--- config.mk ---
export PLATFORM = sky130hd
export DESIGN_NAME = mouse_position_tracker
export DESIGN_NICKNAME = d
export VERILOG_FILES = /design/src/rtl/mouse_position_tracker.sv
export SDC_FILE = /design/constraint.sdc
export NUM_CORES = 1
export LEC_CHECK = 0
export CAP_MARGIN = 20
export CORE_MARGIN = 2
export CORE_UTILIZATION = 40
export CTS_CLUSTER_SIZE = 40
export DETAILED_ROUTE_END_ITERATION = 16
export GPL_TIMING_DRIVEN = 0
export PLACE_DENSITY = 0.66
export REMOVE_ABC_BUFFERS = 1
export SLEW_MARGIN = 20
export SYNTH_ARGS = -nofsm -noshare
export SYNTH_HDL_FRONTEND = slang
export SYNTH_SLANG_ARGS = --single-unit
--- constraint.sdc ---
create_clock -name clk -period 2.87 [get_ports clk]
set_input_delay 0.574 -clock clk [delete_from_list [all_inputs] [get_ports clk]]
set_output_delay 0.574 -clock clk [all_outputs]
set_load 0.02 [all_outputs]
--- src/rtl/mouse_position_tracker.sv ---
// mouse_position_tracker: integrates decoded PS/2 mouse increments into a
// clamped absolute cursor position, tracks button state and press counts,
// and drives the board LEDs through a runtime-selectable display mode.
module mouse_position_tracker #(
  parameter int X_WIDTH   = 10,
  parameter int Y_WIDTH   = 10,
  parameter int X_MAX     = 639,
  parameter int Y_MAX     = 479,
  parameter int Y_INVERT  = 1,
  parameter int CNT_WIDTH = 8
) (
  input  logic                 clk,
  input  logic                 reset,
  input  logic                 pkt_valid,
  input  logic                 left_button,
  input  logic                 right_button,
  input  logic [8:0]           x_increment,
  input  logic [8:0]           y_increment,
  input  logic                 center,
  input  logic [1:0]           mode,
  output logic [X_WIDTH-1:0]   x_pos,
  output logic [Y_WIDTH-1:0]   y_pos,
  output logic                 left_held,
  output logic                 right_held,
  output logic [CNT_WIDTH-1:0] left_clicks,
  output logic [CNT_WIDTH-1:0] right_clicks,
  output logic [7:0]           led
);

  // Two guard bits above the position width hold both the sign of an
  // underflow and the carry of an overflow without any wrap-around.
  localparam logic signed [X_WIDTH+1:0] X_MAX_S    = (X_WIDTH+2)'(X_MAX);
  localparam logic signed [Y_WIDTH+1:0] Y_MAX_S    = (Y_WIDTH+2)'(Y_MAX);
  localparam logic [X_WIDTH-1:0]        X_CENTER   = X_WIDTH'(X_MAX >> 1);
  localparam logic [Y_WIDTH-1:0]        Y_CENTER   = Y_WIDTH'(Y_MAX >> 1);
  localparam logic [CNT_WIDTH-1:0]      CNT_ONE    = CNT_WIDTH'(1);

  logic signed [X_WIDTH+1:0] dx_ext;
  logic signed [Y_WIDTH+1:0] dy_ext;
  logic signed [X_WIDTH+1:0] x_sum;
  logic signed [Y_WIDTH+1:0] y_sum;
  logic [X_WIDTH-1:0]        x_next;
  logic [Y_WIDTH-1:0]        y_next;
  logic                      left_press;
  logic                      right_press;

  // Only the low three bits of each increment are ever displayed, so only
  // those are kept as the last-increment registers.
  logic [2:0]                last_dx;
  logic [2:0]                last_dy;

  // Sign-extend the increments, form the candidate positions and clamp them
  // into 0..MAX so the cursor pins at the screen edges instead of wrapping.
  always_comb begin
    dx_ext = {{(X_WIDTH-7){x_increment[8]}}, x_increment};
    dy_ext = {{(Y_WIDTH-7){y_increment[8]}}, y_increment};
    x_sum  = $signed({2'b00, x_pos}) + dx_ext;
    if (Y_INVERT != 0) begin
      y_sum = $signed({2'b00, y_pos}) - dy_ext;
    end else begin
      y_sum = $signed({2'b00, y_pos}) + dy_ext;
    end

    x_next = x_sum[X_WIDTH-1:0];
    if (x_sum[X_WIDTH+1]) begin
      x_next = '0;
    end else if (x_sum > X_MAX_S) begin
      x_next = X_MAX_S[X_WIDTH-1:0];
    end

    y_next = y_sum[Y_WIDTH-1:0];
    if (y_sum[Y_WIDTH+1]) begin
      y_next = '0;
    end else if (y_sum > Y_MAX_S) begin
      y_next = Y_MAX_S[Y_WIDTH-1:0];
    end

    left_press  = left_button  & ~left_held;
    right_press = right_button & ~right_held;
  end

  // State register: reset beats center, and center discards any packet
  // arriving in the same cycle; otherwise a valid packet updates everything.
  always_ff @(posedge clk) begin
    if (reset) begin
      x_pos        <= X_CENTER;
      y_pos        <= Y_CENTER;
      left_held    <= 1'b0;
      right_held   <= 1'b0;
      left_clicks  <= '0;
      right_clicks <= '0;
      last_dx      <= '0;
      last_dy      <= '0;
    end else if (center) begin
      x_pos <= X_CENTER;
      y_pos <= Y_CENTER;
    end else if (pkt_valid) begin
      x_pos      <= x_next;
      y_pos      <= y_next;
      left_held  <= left_button;
      right_held <= right_button;
      last_dx    <= x_increment[2:0];
      last_dy    <= y_increment[2:0];
      if (left_press) begin
        left_clicks <= left_clicks + CNT_ONE;
      end
      if (right_press) begin
        right_clicks <= right_clicks + CNT_ONE;
      end
    end
  end

  // LED display multiplexer, purely combinational so a mode change shows
  // up immediately without waiting for a clock edge.
  always_comb begin
    led = '0;
    unique case (mode)
      2'd0: led = {last_dy, last_dx, left_held, right_held};
      2'd1: led = x_pos[X_WIDTH-1 -: 8];
      2'd2: led = y_pos[Y_WIDTH-1 -: 8];
      2'd3: led = {left_clicks[3:0], right_clicks[3:0]};
      default: led = '0;
    endcase
  end

endmodule

---- Word level (Yosys, flattened, before mapping) ----
Cells that the tools add are included.
word-level totals
  flip-flop bits (word level) ............. 44
  bits in latches ......................... 0
  bits in writable memories ............... 0
  ROM bits ................................ 0
  input bits .............................. 26
  output and inout bits ................... 46
  logic and storage cells ................. 32
  memories ................................ 0
cells by class
  add/subtract/negate cells ............... 4
  $mul .................................... 0
  div/mod/pow operators ................... 0
  order comparisons ....................... 2
  eq/ne operators ......................... 3
  shift-type cells ........................ 0
  multiplexer cells ....................... 5
  bitwise logic cells ..................... 5
  reduce and logical (&&, ||, !) cells .... 5
operator list
  operator                                                                number
  10-bit two-way mux                                                      4
  8-bit one-hot mux with 4 select lines                                   1
  8-bit by 1-bit adder with 8-bit output, second input constant           2
  11-bit by 9-bit adder with 12-bit output                                1
  12-bit by 10-bit > comparator with 1-bit output, second input constant  1
  12-bit by 11-bit > comparator with 1-bit output, second input constant  1
  11-bit by 9-bit subtractor with 12-bit output                           1
  3-bit AND reduction                                                     2
  2-bit == test, second input constant                                    2
  1-bit NOT                                                               3
  1-bit AND                                                               2
  2-bit by 1-bit == test with 1-bit output, second input constant         1
  2-bit logical NOT                                                       1
  2-bit AND reduction                                                     1
  2-bit OR reduction                                                      1

---- Depth between registers and ports, before layout ----
  word-level depth ........................ 4
  mapped depth ............................ 11

---- Worst setup path after synthesis ----
No wires, ideal clock.
  path kind ............................... input -> register
  start point ............................. input port y_increment[0]
  end point ............................... register y_pos[1]
  setup time .............................. 122 ps
  data arrival time ....................... 2512 ps
  required time ........................... 2748 ps
  setup slack ............................. 236 ps
  stages on the path ...................... 10
  buffers on the path ..................... 0
  cell sequence ........................... ha_1 -> inv_1 -> fa_1 -> a211oi_1 -> nor2_1 -> o31ai_1 -> a21oi_1 -> xor2_1 -> o311ai_1 -> o32a_1
between the ends
  longest elaborated chain between the ends .. 4
RTL lines
  element                                            line  source
  start, declared                                    18    input logic [8:0] y_increment,
  11-bit by 9-bit subtractor with 12-bit output (*)  59    y_sum = $signed({2'b00, y_pos}) - dy_ext;
  12-bit by 10-bit > comparator with 1-bit output    74    end else if (y_sum > Y_MAX_S) begin
  10-bit two-way mux                                 74
  10-bit two-way mux (*)                             72    if (y_sum[Y_WIDTH+1]) begin
  end signal, assigned                               99    y_pos <= y_next;
  end, declared                                      22    output logic [Y_WIDTH-1:0] y_pos,
Mark *: on every way between the ends. The rest lies on a longest branch, timed or not.
A chain may end at the register's enable or synchronous reset.

---- Final worst setup path ----
  start point ............................. input port x_increment[2]
  end point ............................... register x_pos[8]
between the ends
  longest elaborated chain between the ends .. 4
RTL lines
  element                                          line  source
  start, declared                                  17    input logic [8:0] x_increment,
  11-bit by 9-bit adder with 12-bit output (*)     57    x_sum = $signed({2'b00, x_pos}) + dx_ext;
  12-bit by 11-bit > comparator with 1-bit output  67    end else if (x_sum > X_MAX_S) begin
  10-bit two-way mux                               67
  10-bit two-way mux (*)                           65    if (x_sum[X_WIDTH+1]) begin
  end signal, assigned                             98    x_pos <= x_next;
  end, declared                                    21    output logic [X_WIDTH-1:0] x_pos,
Marks and branches as above.

==> parameters.txt <==
Parameter                              Value

STA
  Fin worst setup slack    0.109 ns
  Setup repair after global routing missed its margin    false
  Sum Neg Setup Slack    0 ns
  Worst-margin pin slew    about 0.92 ns
  Hold_ws    between 0.4 and 0.5 ns
  Final setup fails    0
  Crit share post-route    between 90% and 100%
  Crit path time final    approximately 2.8 ns
  Worst max-slew margin expressed relative to the limit    38.4%
  Number of hold violations in the final report    0
  Max Clk Rate    0.362 GHz
  Skew final    roughly 0.0035 ns
  Max Transition Viols Final    0

Yosys
  Proportion of netlist area held by the largest area contributor    a little over a quarter
  Synth Instances    roughly 370
  Share of flip-flops with an asynchronous set or reset after synthesis    0%
  Top-count cell post-synth    dfxtp_1
  Proportion of synthesized chip area in sequential cells    ~27%
  Yosys warns    0
  Post-synthesis average cell area    slightly below 9 um^2
  Leading area contributor after synthesis    dfxtp_1
  Most area-consuming cells after synthesis    dfxtp_1 27%, ha_1 9.3%, mux4_2 5.6%
  Primary FF master, synth    dfxtp_1
  Yosys cell types    67
  Most instantiated cells after synthesis    44 x dfxtp_1, 38 x nand2_1, 35 x a21oi_1, 31 x nor2_1, 24 x ha_1
  Post-synth EDFFs    0
  Summed instance area of the synthesized netlist    between 3000 and 4000 um^2
  FF+latch count, synth    between 40 and 50

GRT
  First-pass GRT wire length    about 13,000 um
  Initial antenna violation count    0
  Overflow after GRT    0
  Largest net degree at the start of global routing    27
  Global routing usage summed across all routing layers    a little under a fifth
  Vias in the first global route    between 2,000 and 3,000

Drt
  Met2 wire length    3880 um
  Total via count after detailed routing    between 2,000 and 3,000
  Remaining antenna violation count    0
  DR top layer    met4
  Met1 WL    between 4000 and 5000 um
  Metal3 WL    around 340 um
  Post-DR vias/cell    5.40
  # DRC    0
  Detailed Routing Iterations Pass 1    4
  Wire length per cell after detailed routing    about 15 um
  Detailed-route wire length    8330 um
  DRT iter0 DRCs    between 100 and 150

Power and ir drop
  Post-route total power    roughly 1.8 mW
  Static leakage    1.65 nW
  Cell area power density    around 420 nW/um^2
  Max IR drop VDD    roughly 0.00019 V

Clock tree
  Clock tree from TritonCTS    yes
  Inserted Clock Buffers    5
  Clock Path Buffers    2
  Clock slew at reported path FFs    around 0.08 ns
  Sink Count    44
  Insertion delay of the later-clocked pin in the worst-skew pair    0.29 ns
  Deepest level of the CTS H-tree    2
  Clock Root Buffer    clkbuf_8

Final layout
  Non-filler instance count after layout    ~540
  Synth-to-layout area growth    34.1%
  Final cell utilization of the core    between 50% and 60%
  Fin nets    between 400 and 500
  Number of diodes    0
  Ratio of cells with drive above 1 in the final layout    around 16%
  Final instance area    4340 um^2

Place
  Number of buffer cells added on primary ports    slightly above 70
  Detailed Place HPWL    roughly 6300 um
  Instance area at placement    4020 um^2
  Pre-CTS setup slack    -0.679 ns
  Global placer's final weighted congestion    0.886
  Number of cells in the design after placement    approximately 530

Setup path
  CP Capture Type    flop
  Maximum fanout along the worst path    6
  Reg-to-reg critical path startpoint    x_pos[0]
  Sort of element at the start of the critical path    primary input
  Type of the worst setup path    in -> reg
  Worst reg2reg setup slack    about 0.40 ns
  End of the worst register-to-register path    x_pos[6]
  Count of cells along the worst register-to-register path    10
  Data required time of the worst path    3.07 ns
  Worst EP arrival    a little under 3 ns

Floorplanning
  Die Height    roughly 94 um
  Number of placed I/O pins    between 70 and 80
  Die width    roughly 94 um
  Core area    slightly below 8000 um^2
  Area of the die    about 9000 um^2
  Starting utilization of the core area    a little over two fifths
  Standard-cell row count    32

Min path
  Source of the worst hold timing path    last_dx[1]
  Endpoint with the worst hold slack    last_dx[1]
  Cells on Worst Hold Path    2
  Min-Delay Path Class    reg -> reg

Status
  Status    finished, final reports clean

Job
  Max Cap Viol    0
-- registers in the layout, indices dropped and copies added (netlist names) --
name,count
right_held,1
x_pos,10
left_clicks,8
y_pos,10
last_dy,3
left_held,1
last_dx,3
right_clicks,8
-- worst max-delay path, stage by stage --
cell and delay (ns):
clkdlybuf4s50_1 0.57, ha_4 0.25, nor2b_4 0.14, o2111ai_4 0.27, nand3_4 0.11, a211oi_4 0.43
mux2i_1 0.27, a22oi_2 0.11, o31ai_1 0.24
-- cell usage in the layout (no fill, tap or decap), drive strengths merged, types with 3 or more instances in the layout --
cell type | Yosys | layout
o21ai | 9 | 9
buf | 4 | 8
clkbuf | 8 | 6
xor2 | 13 | 13
nand4 | 5 | 5
o31ai | 11 | 11
mux2i | 4 | 4
nor3 | 4 | 4
and4 | 3 | 3
nor2b | 7 | 7
inv | 23 | 23
or3 | 3 | 3
a21oi | 39 | 39
dfxtp | 44 | 44
ha | 24 | 24
clkdlybuf4s50 | 0 | 65
o21a | 6 | 6
nand3 | 11 | 11
mux4 | 8 | 8
xnor2 | 17 | 17
dlymetal6s2s | 0 | 3
nor3b | 4 | 4
nand2 | 38 | 38
nor2 | 32 | 32
a22oi | 3 | 3
and2 | 3 | 3
a31oi | 5 | 5
a21o | 4 | 4
-- power breakdown --
group | internal [mW] | total [mW] | leakage (nW) | switching, mW
Sequential | 0.632 | 0.661 | 0.359 | 0.0285
Clock | 0.343 | 0.548 | 0.0642 | 0.205
Combinational | 0.292 | 0.624 | 1.22 | 0.333
-- how the worst max path moves through the flow --
stage                     slack (ns)        to  depth (start not counted)           start
after detailed placement       -0.68  y_pos[0]                         11  y_increment[0]
after CTS                      0.006  y_pos[0]                         10  y_increment[1]
after floorplan                 0.24  y_pos[1]                         10  y_increment[0]
after global routing            0.01  x_pos[4]                          9  x_increment[2]
after global placement         -0.64  y_pos[0]                         11  y_increment[0]
final                           0.11  x_pos[8]                          9  x_increment[2]
-- metal layers --
metal  track usage, %  up-vias
li1                 -     1472
met1             27.0     1379
met2             30.6       82
met3             2.65        6
met4             3.02        0
met5                0        -
-- area by class of cell --
type	count	area (um^2)
Timing Repair Buffer	79	771
Sequential cell	44	881
Fill cell	721	3430
Inverter	24	90.1
Multi-Input combinational cell	288	2340
Tap cell	102	128
Clock buffer	5	68.8
Clock inverter	2	60.1
-- kinds of logic (layout without fill, tap and decap cells) --
logic type	count (synthesis)	in the layout	synth area share [%]
compound gates	98	98	22.9
xor+xnor	30	30	8.12
fa+ha+maj	26	26	10.5
buf+inv	36	110	4.52
flops	44	44	27.2
mux	13	13	7.27
simple gates	121	121	19.4
-- timing repair --
action	in CTS	in global routing
endpoints found under the setup margin	18	25
gates resized for setup	9	25
buffers inserted	2	6
hold buffers	0	0
pin swaps	6	14
Note: power is estimated with default switching activity, not from simulation.
